## config.mk

```make
export PLATFORM = sky130hd
export DESIGN_NAME = pipe_ctrl
export DESIGN_NICKNAME = d
export VERILOG_FILES = /design/src/rtl/pipe_ctrl.sv
export SDC_FILE = /design/constraint.sdc
export NUM_CORES = 1
export LEC_CHECK = 0
export CELL_PAD_IN_SITES_DETAIL_PLACEMENT = 1
export CELL_PAD_IN_SITES_GLOBAL_PLACEMENT = 1
export CORE_MARGIN = 4
export CORE_UTILIZATION = 28
export CTS_CLUSTER_SIZE = 8
export DETAILED_ROUTE_END_ITERATION = 8
export GPL_TIMING_DRIVEN = 1
export PLACE_DENSITY_LB_ADDON = 0.1
export SLEW_MARGIN = 10
export SYNTH_ARGS = -nofsm -noshare
export SYNTH_HDL_FRONTEND = slang
export SYNTH_SLANG_ARGS = --single-unit
```

## constraint.sdc

```tcl
create_clock -name clk -period 1.9 [get_ports clk]
set_input_delay 0.285 -clock clk [delete_from_list [all_inputs] [get_ports clk]]
set_output_delay 0.285 -clock clk [all_outputs]
set_load 0.01 [all_outputs]
```

## src/rtl/pipe_ctrl.sv

```systemverilog
// Pipeline sequencer for the 5-stage core: load-use bubble, branch redirect,
// data-memory wait with timeout, post-reset clear. Optional perf counters: PIPE_CTRL_PERF_EN.
module pipe_ctrl #(
  parameter int MEM_TIMEOUT = 255,
  parameter int REG_ADDR_W  = 5
) (
  input  logic                  clk,
  input  logic                  rst,
  input  logic [REG_ADDR_W-1:0] id_rs1_addr_i,
  input  logic [REG_ADDR_W-1:0] id_rs2_addr_i,
  input  logic                  id_rs1_used_i,
  input  logic                  id_rs2_used_i,
  input  logic                  id_branch_i,
  input  logic                  ex_rmem_en_i,
  input  logic [REG_ADDR_W-1:0] ex_wreg_addr_i,
  input  logic                  dmem_req_i,
  input  logic                  dmem_ready_i,
  output logic                  pc_stall_o,
  output logic                  if_id_stall_o,
  output logic                  if_id_flush_o,
  output logic                  id_ex_stall_o,
  output logic                  id_ex_flush_o,
  output logic                  ex_mem_stall_o,
  output logic                  mem_wb_flush_o,
  output logic                  pc_sel_o,
  output logic                  mem_err_o
`ifdef PIPE_CTRL_PERF_EN
  ,
  output logic [31:0]           stall_cnt_o,
  output logic [31:0]           redirect_cnt_o
`endif
);

  localparam int CNT_W = (MEM_TIMEOUT > 0) ? $clog2(MEM_TIMEOUT + 1) : 1;
  localparam logic [CNT_W-1:0] CNT_LIMIT = CNT_W'(MEM_TIMEOUT);
  localparam logic [CNT_W-1:0] CNT_ONE   = CNT_W'(1);

  typedef enum logic [1:0] {BOOT, RUN, MEM_WAIT} state_t;

  state_t           state;
  logic [CNT_W-1:0] cnt;

  logic lu_hz;
  logic mem_hold;
  logic timeout;
  logic wait_hold;
  logic hold_all;
  logic decode;
  logic boot;
  logic err;

  assign lu_hz = ex_rmem_en_i & (ex_wreg_addr_i != '0) &
                 ((id_rs1_used_i & (id_rs1_addr_i == ex_wreg_addr_i)) |
                  (id_rs2_used_i & (id_rs2_addr_i == ex_wreg_addr_i)));
  assign mem_hold  = dmem_req_i & ~dmem_ready_i;
  assign timeout   = (MEM_TIMEOUT != 0) && (cnt == CNT_LIMIT);
  assign wait_hold = ~dmem_ready_i & ~timeout;

  // Select which decode applies this cycle; the release cycle of a wait
  // falls back to the hazard/branch decode without re-checking mem_hold.
  always_comb begin
    hold_all = 1'b0;
    decode   = 1'b0;
    boot     = 1'b0;
    err      = 1'b0;
    case (state)
      BOOT: boot = 1'b1;
      RUN: begin
        if (mem_hold) hold_all = 1'b1;
        else          decode   = 1'b1;
      end
      MEM_WAIT: begin
        if (wait_hold) begin
          hold_all = 1'b1;
        end else begin
          decode = 1'b1;
          err    = timeout & ~dmem_ready_i;
        end
      end
      default: boot = 1'b1;
    endcase
  end

  // A taken branch is ignored while a load-use bubble is inserted.
  assign pc_stall_o     = hold_all | (decode & lu_hz);
  assign if_id_stall_o  = hold_all | (decode & lu_hz);
  assign if_id_flush_o  = boot | (decode & ~lu_hz & id_branch_i);
  assign id_ex_stall_o  = hold_all;
  assign id_ex_flush_o  = boot | (decode & lu_hz);
  assign ex_mem_stall_o = hold_all;
  assign mem_wb_flush_o = hold_all;
  assign pc_sel_o       = decode & ~lu_hz & id_branch_i;
  assign mem_err_o      = err;

  always_ff @(posedge clk or posedge rst) begin
    if (rst) begin
      state <= BOOT;
      cnt   <= '0;
    end else begin
      case (state)
        BOOT: state <= RUN;
        RUN: begin
          if (mem_hold) begin
            state <= MEM_WAIT;
            cnt   <= CNT_ONE;
          end
        end
        MEM_WAIT: begin
          if (wait_hold) begin
            // With no timeout the count is irrelevant, so keep it from wrapping.
            if (MEM_TIMEOUT != 0) cnt <= cnt + CNT_ONE;
          end else begin
            state <= RUN;
            cnt   <= '0;
          end
        end
        default: state <= BOOT;
      endcase
    end
  end

`ifdef PIPE_CTRL_PERF_EN
  always_ff @(posedge clk or posedge rst) begin
    if (rst) begin
      stall_cnt_o    <= '0;
      redirect_cnt_o <= '0;
    end else begin
      if (pc_stall_o && (state != BOOT) && (stall_cnt_o != 32'hFFFF_FFFF))
        stall_cnt_o <= stall_cnt_o + 32'd1;
      if (pc_sel_o && (redirect_cnt_o != 32'hFFFF_FFFF))
        redirect_cnt_o <= redirect_cnt_o + 32'd1;
    end
  end
`endif

endmodule

```

==> flow_summary.yaml <==
route:
  wl_per_cell_um: 15.2
  post-route-drc-count: 0
  via_count: 1084
  finalWirelength_mm: 3.35
  drt_pass1_iterations: 3
  vias_per_cell: 4.90
  postRouteAntennaNets: 0
  drtIter0Drc: 13
finish:
  diodes: 0
  fillers: 357
  final_nets: 207
  seq_area_sq_um: 250
  area_growth_pct: 79.7
  multi_input_area_sq_um: 711
  drive_above_1_share_pct: 37.3
  final_area_sq_um: 1630
clock_network:
  numCtsBuffers: 3
  cts_root_buffer: "clkbuf_4"
  clkTransAtPathRegs_ps: 70
  cts_hold_buf: 0
  htree_num_levels: 1
  insertion_delay_ps: 270
  clockBufferDepth: 2
  cts_tree: "built"
  clock_sinks: 10
run_status:
  outcome: "finished with violations"
  violations: "negative setup slack"
global_route:
  grt_first_pass_wirelength_mm: 5.90
  antenna_found_initial: 0
  grt_max_degree: 11
  grt_pass1_vias: 1238
  track_usage_pct: 17.9
  overflow: 0
synth:
  ys_seq_area_share_pct: 27.7
  synth_common_cells: "nand2_1 (14), o21ai_0 (11), dfrtp_1 (10), xnor2_1 (10), a21oi_1 (8)"
  yosys.area.top_type: "dfrtp_1"
  avgSynthCellArea_sq_um: 8.08
  ys_ff_latch: 10
  synth_cells: 112
  synth_most_common_cell: "nand2_1"
  synthArstFlopShare_pct: 100
  synth.distinct_cells: 34
  synthFlopType: "dfrtp_1"
  synthesis.nets: 140
  yosys_warnings: 0
  yosysTopAreaCellShare_pct: 27.7
  synthesis.area_sq_um: 905
  synth.area.top_cells: "dfrtp_1 (28%), xnor2_1 (9.7%), ha_1 (6.9%), o21ai_0 (6.1%), nand2_1 (5.8%)"
  synth_edf_count: 0
power_and_ir_drop:
  power_frac_seq_pct: 18.2
  combPwrFrac_pct: 72.0
  sw_frac_of_total_pct: 39.5
  p_switching_mw: 0.593
  clockPowerShare_pct: 9.8
  p_leak_nw: 0.676
  power_density_nw_per_um2: 923
  ir_drop_uv: 720
  power.total_mw: 1.50
  p_int_mw: 0.908
sta:
  finClkSkew_ps: 8.39
  timing.fmax_mhz: 466
  rsz0062_at_grt: "yes"
  max-slew-margin-rel_pct: 73.0
  fin_setup_tns_ps: -1600
  min_period_ps: 2150
  worstMarginPinSlew_ps: 405
  setup_violations: 9
  maxSlewViolCount: 0
  hold_ws_ps: 300
  hold_viol: 0
  finalCritPeriodShare_pct: 113
  fin_ws_ps: -246
floorplanning:
  die_w_um: 64.8
  rows: 20
  die_y_um: 64.8
  core_area_sq_um: 3080
  start_util_pct: 29.4
  io_pins: 32
  die-area_sq_um: 4200
placement:
  hpwl_mm: 2.67
  dpl_worst_slack_ps: -679
  placed_area_sq_um: 1500
  portBuffers: 31
  gp_congestion: 0.836
worst_setup_path:
  start_kind: "input pin"
  arrival_ps: 1860
  required_ps: 1620
  path_class: "in2out"
  rr_worst_depth: 8
  rrSetupSlack_ps: 130
  endpoint_kind: "output pin"
  cp_max_fo: 3
  r2r-start: "state[1]"
  crit_end: "if_id_flush_o"
  timing.rr.end: "cnt[5]"
  crit_path_start: "ex_wreg_addr_i[3]"
min_path:
  hp-class: "in2async"
job:
  maxCapViolations: 0
[state kept, by name, summed over array words and instances (netlist names)]
| signal | flops |
|---|---|
| state | 2 |
| cnt | 8 |
[worst min-delay path by stage]
stage | startpoint | endpoint | slack (ps) | cells after the start
floorplan | rst | cnt[0] | 130 | 1
global placement | state[1] | state[1] | 580 | 2
detailed placement | rst | cnt[0] | 600 | 2
CTS | rst | cnt[2] | 310 | 2
global route | rst | cnt[6] | 340 | 2
finish | rst | cnt[2] | 300 | 2
[cells in the final DEF, fill, tap and decap left out, types with 2 or more instances in the layout]
master,netlist,routed
nand2_1,14,13
nand4_1,3,3
buf_6,0,3
clkdlybuf4s50_1,0,20
ha_1,5,2
buf_2,1,4
nor3_1,2,2
ha_4,0,3
o21bai_4,0,2
clkdlybuf4s15_2,0,3
inv_2,0,2
a22o_1,3,3
clkbuf_4,0,3
dlygate4sd2_1,0,2
mux2i_1,2,2
inv_1,5,3
nor2_1,6,6
nor2b_1,3,3
buf_4,3,35
dfrtp_1,10,10
and2_1,2,2
xnor2_1,10,9
nor4_2,0,2
o21ai_0,11,9
nand3_1,2,2
a21oi_1,8,7
o22ai_1,2,2
[kinds of logic after synthesis]
group	count (synthesis)	synth area share (%)
buffers and inverters	10	5.53
flip-flops	10	27.7
AND/OR/NAND/NOR	40	22.4
adder cells (fa/ha/maj)	5	6.92
multiplexers	3	3.46
XOR/XNOR	11	10.6
AO/OA/AOI/OAI	33	23.4
[layer usage]
layer	GRT usage, %	share of wire, %	vias up
li1	-	-	531
met1	19.6	40	530
met2	35.1	56	21
met3	4.33	3.8	2
met4	2.37	0.39	0
met5	0	0	-
[power by group through the flow]
stage | logic, mW | clock network, mW | registers, mW
final | 1.08 | 0.147 | 0.273
after global routing | 1.18 | 0.169 | 0.279
after CTS | 1.03 | 0.150 | 0.273
after detailed placement | 0.927 | 0 | 0.277
after global placement | 0.888 | 0 | 0.275
after floorplan | 0.460 | 0 | 0.285
[stage by stage]
| step | std cells | utilization [%] |
|---|---|---|
| finish | 221 | 52.8 |
| global placement | 214 | 48.8 |
| global route | 221 | 52.8 |
| CTS | 220 | 51.7 |
| floorplan | 112 | - |
| detailed placement | 214 | 48.8 |
[final cells by class]
cell class / instances / area share, %
Sequential cell: 10 / 15.4
Multi-Input combinational cell: 92 / 43.7
Timing Repair Buffer: 67 / 34.9
Clock buffer: 3 / 1.39
Tap cell: 44 / 3.39
Inverter: 5 / 1.15
[critical path, stage by stage]
cell and delay, ps:
clkdlybuf4s50_1 420, or4_1 480, o21a_1 230, a311oi_1 270, buf_2 180
[what timing repair did]
action                     in CTS  in global routing
setup buffers                   3                  1
cloned                          0                  0
pin swaps                       7                  8
gates resized for setup        52                  5
setup endpoints to repair       9                  9
No activity file was read; power rests on OpenSTA's default activity.
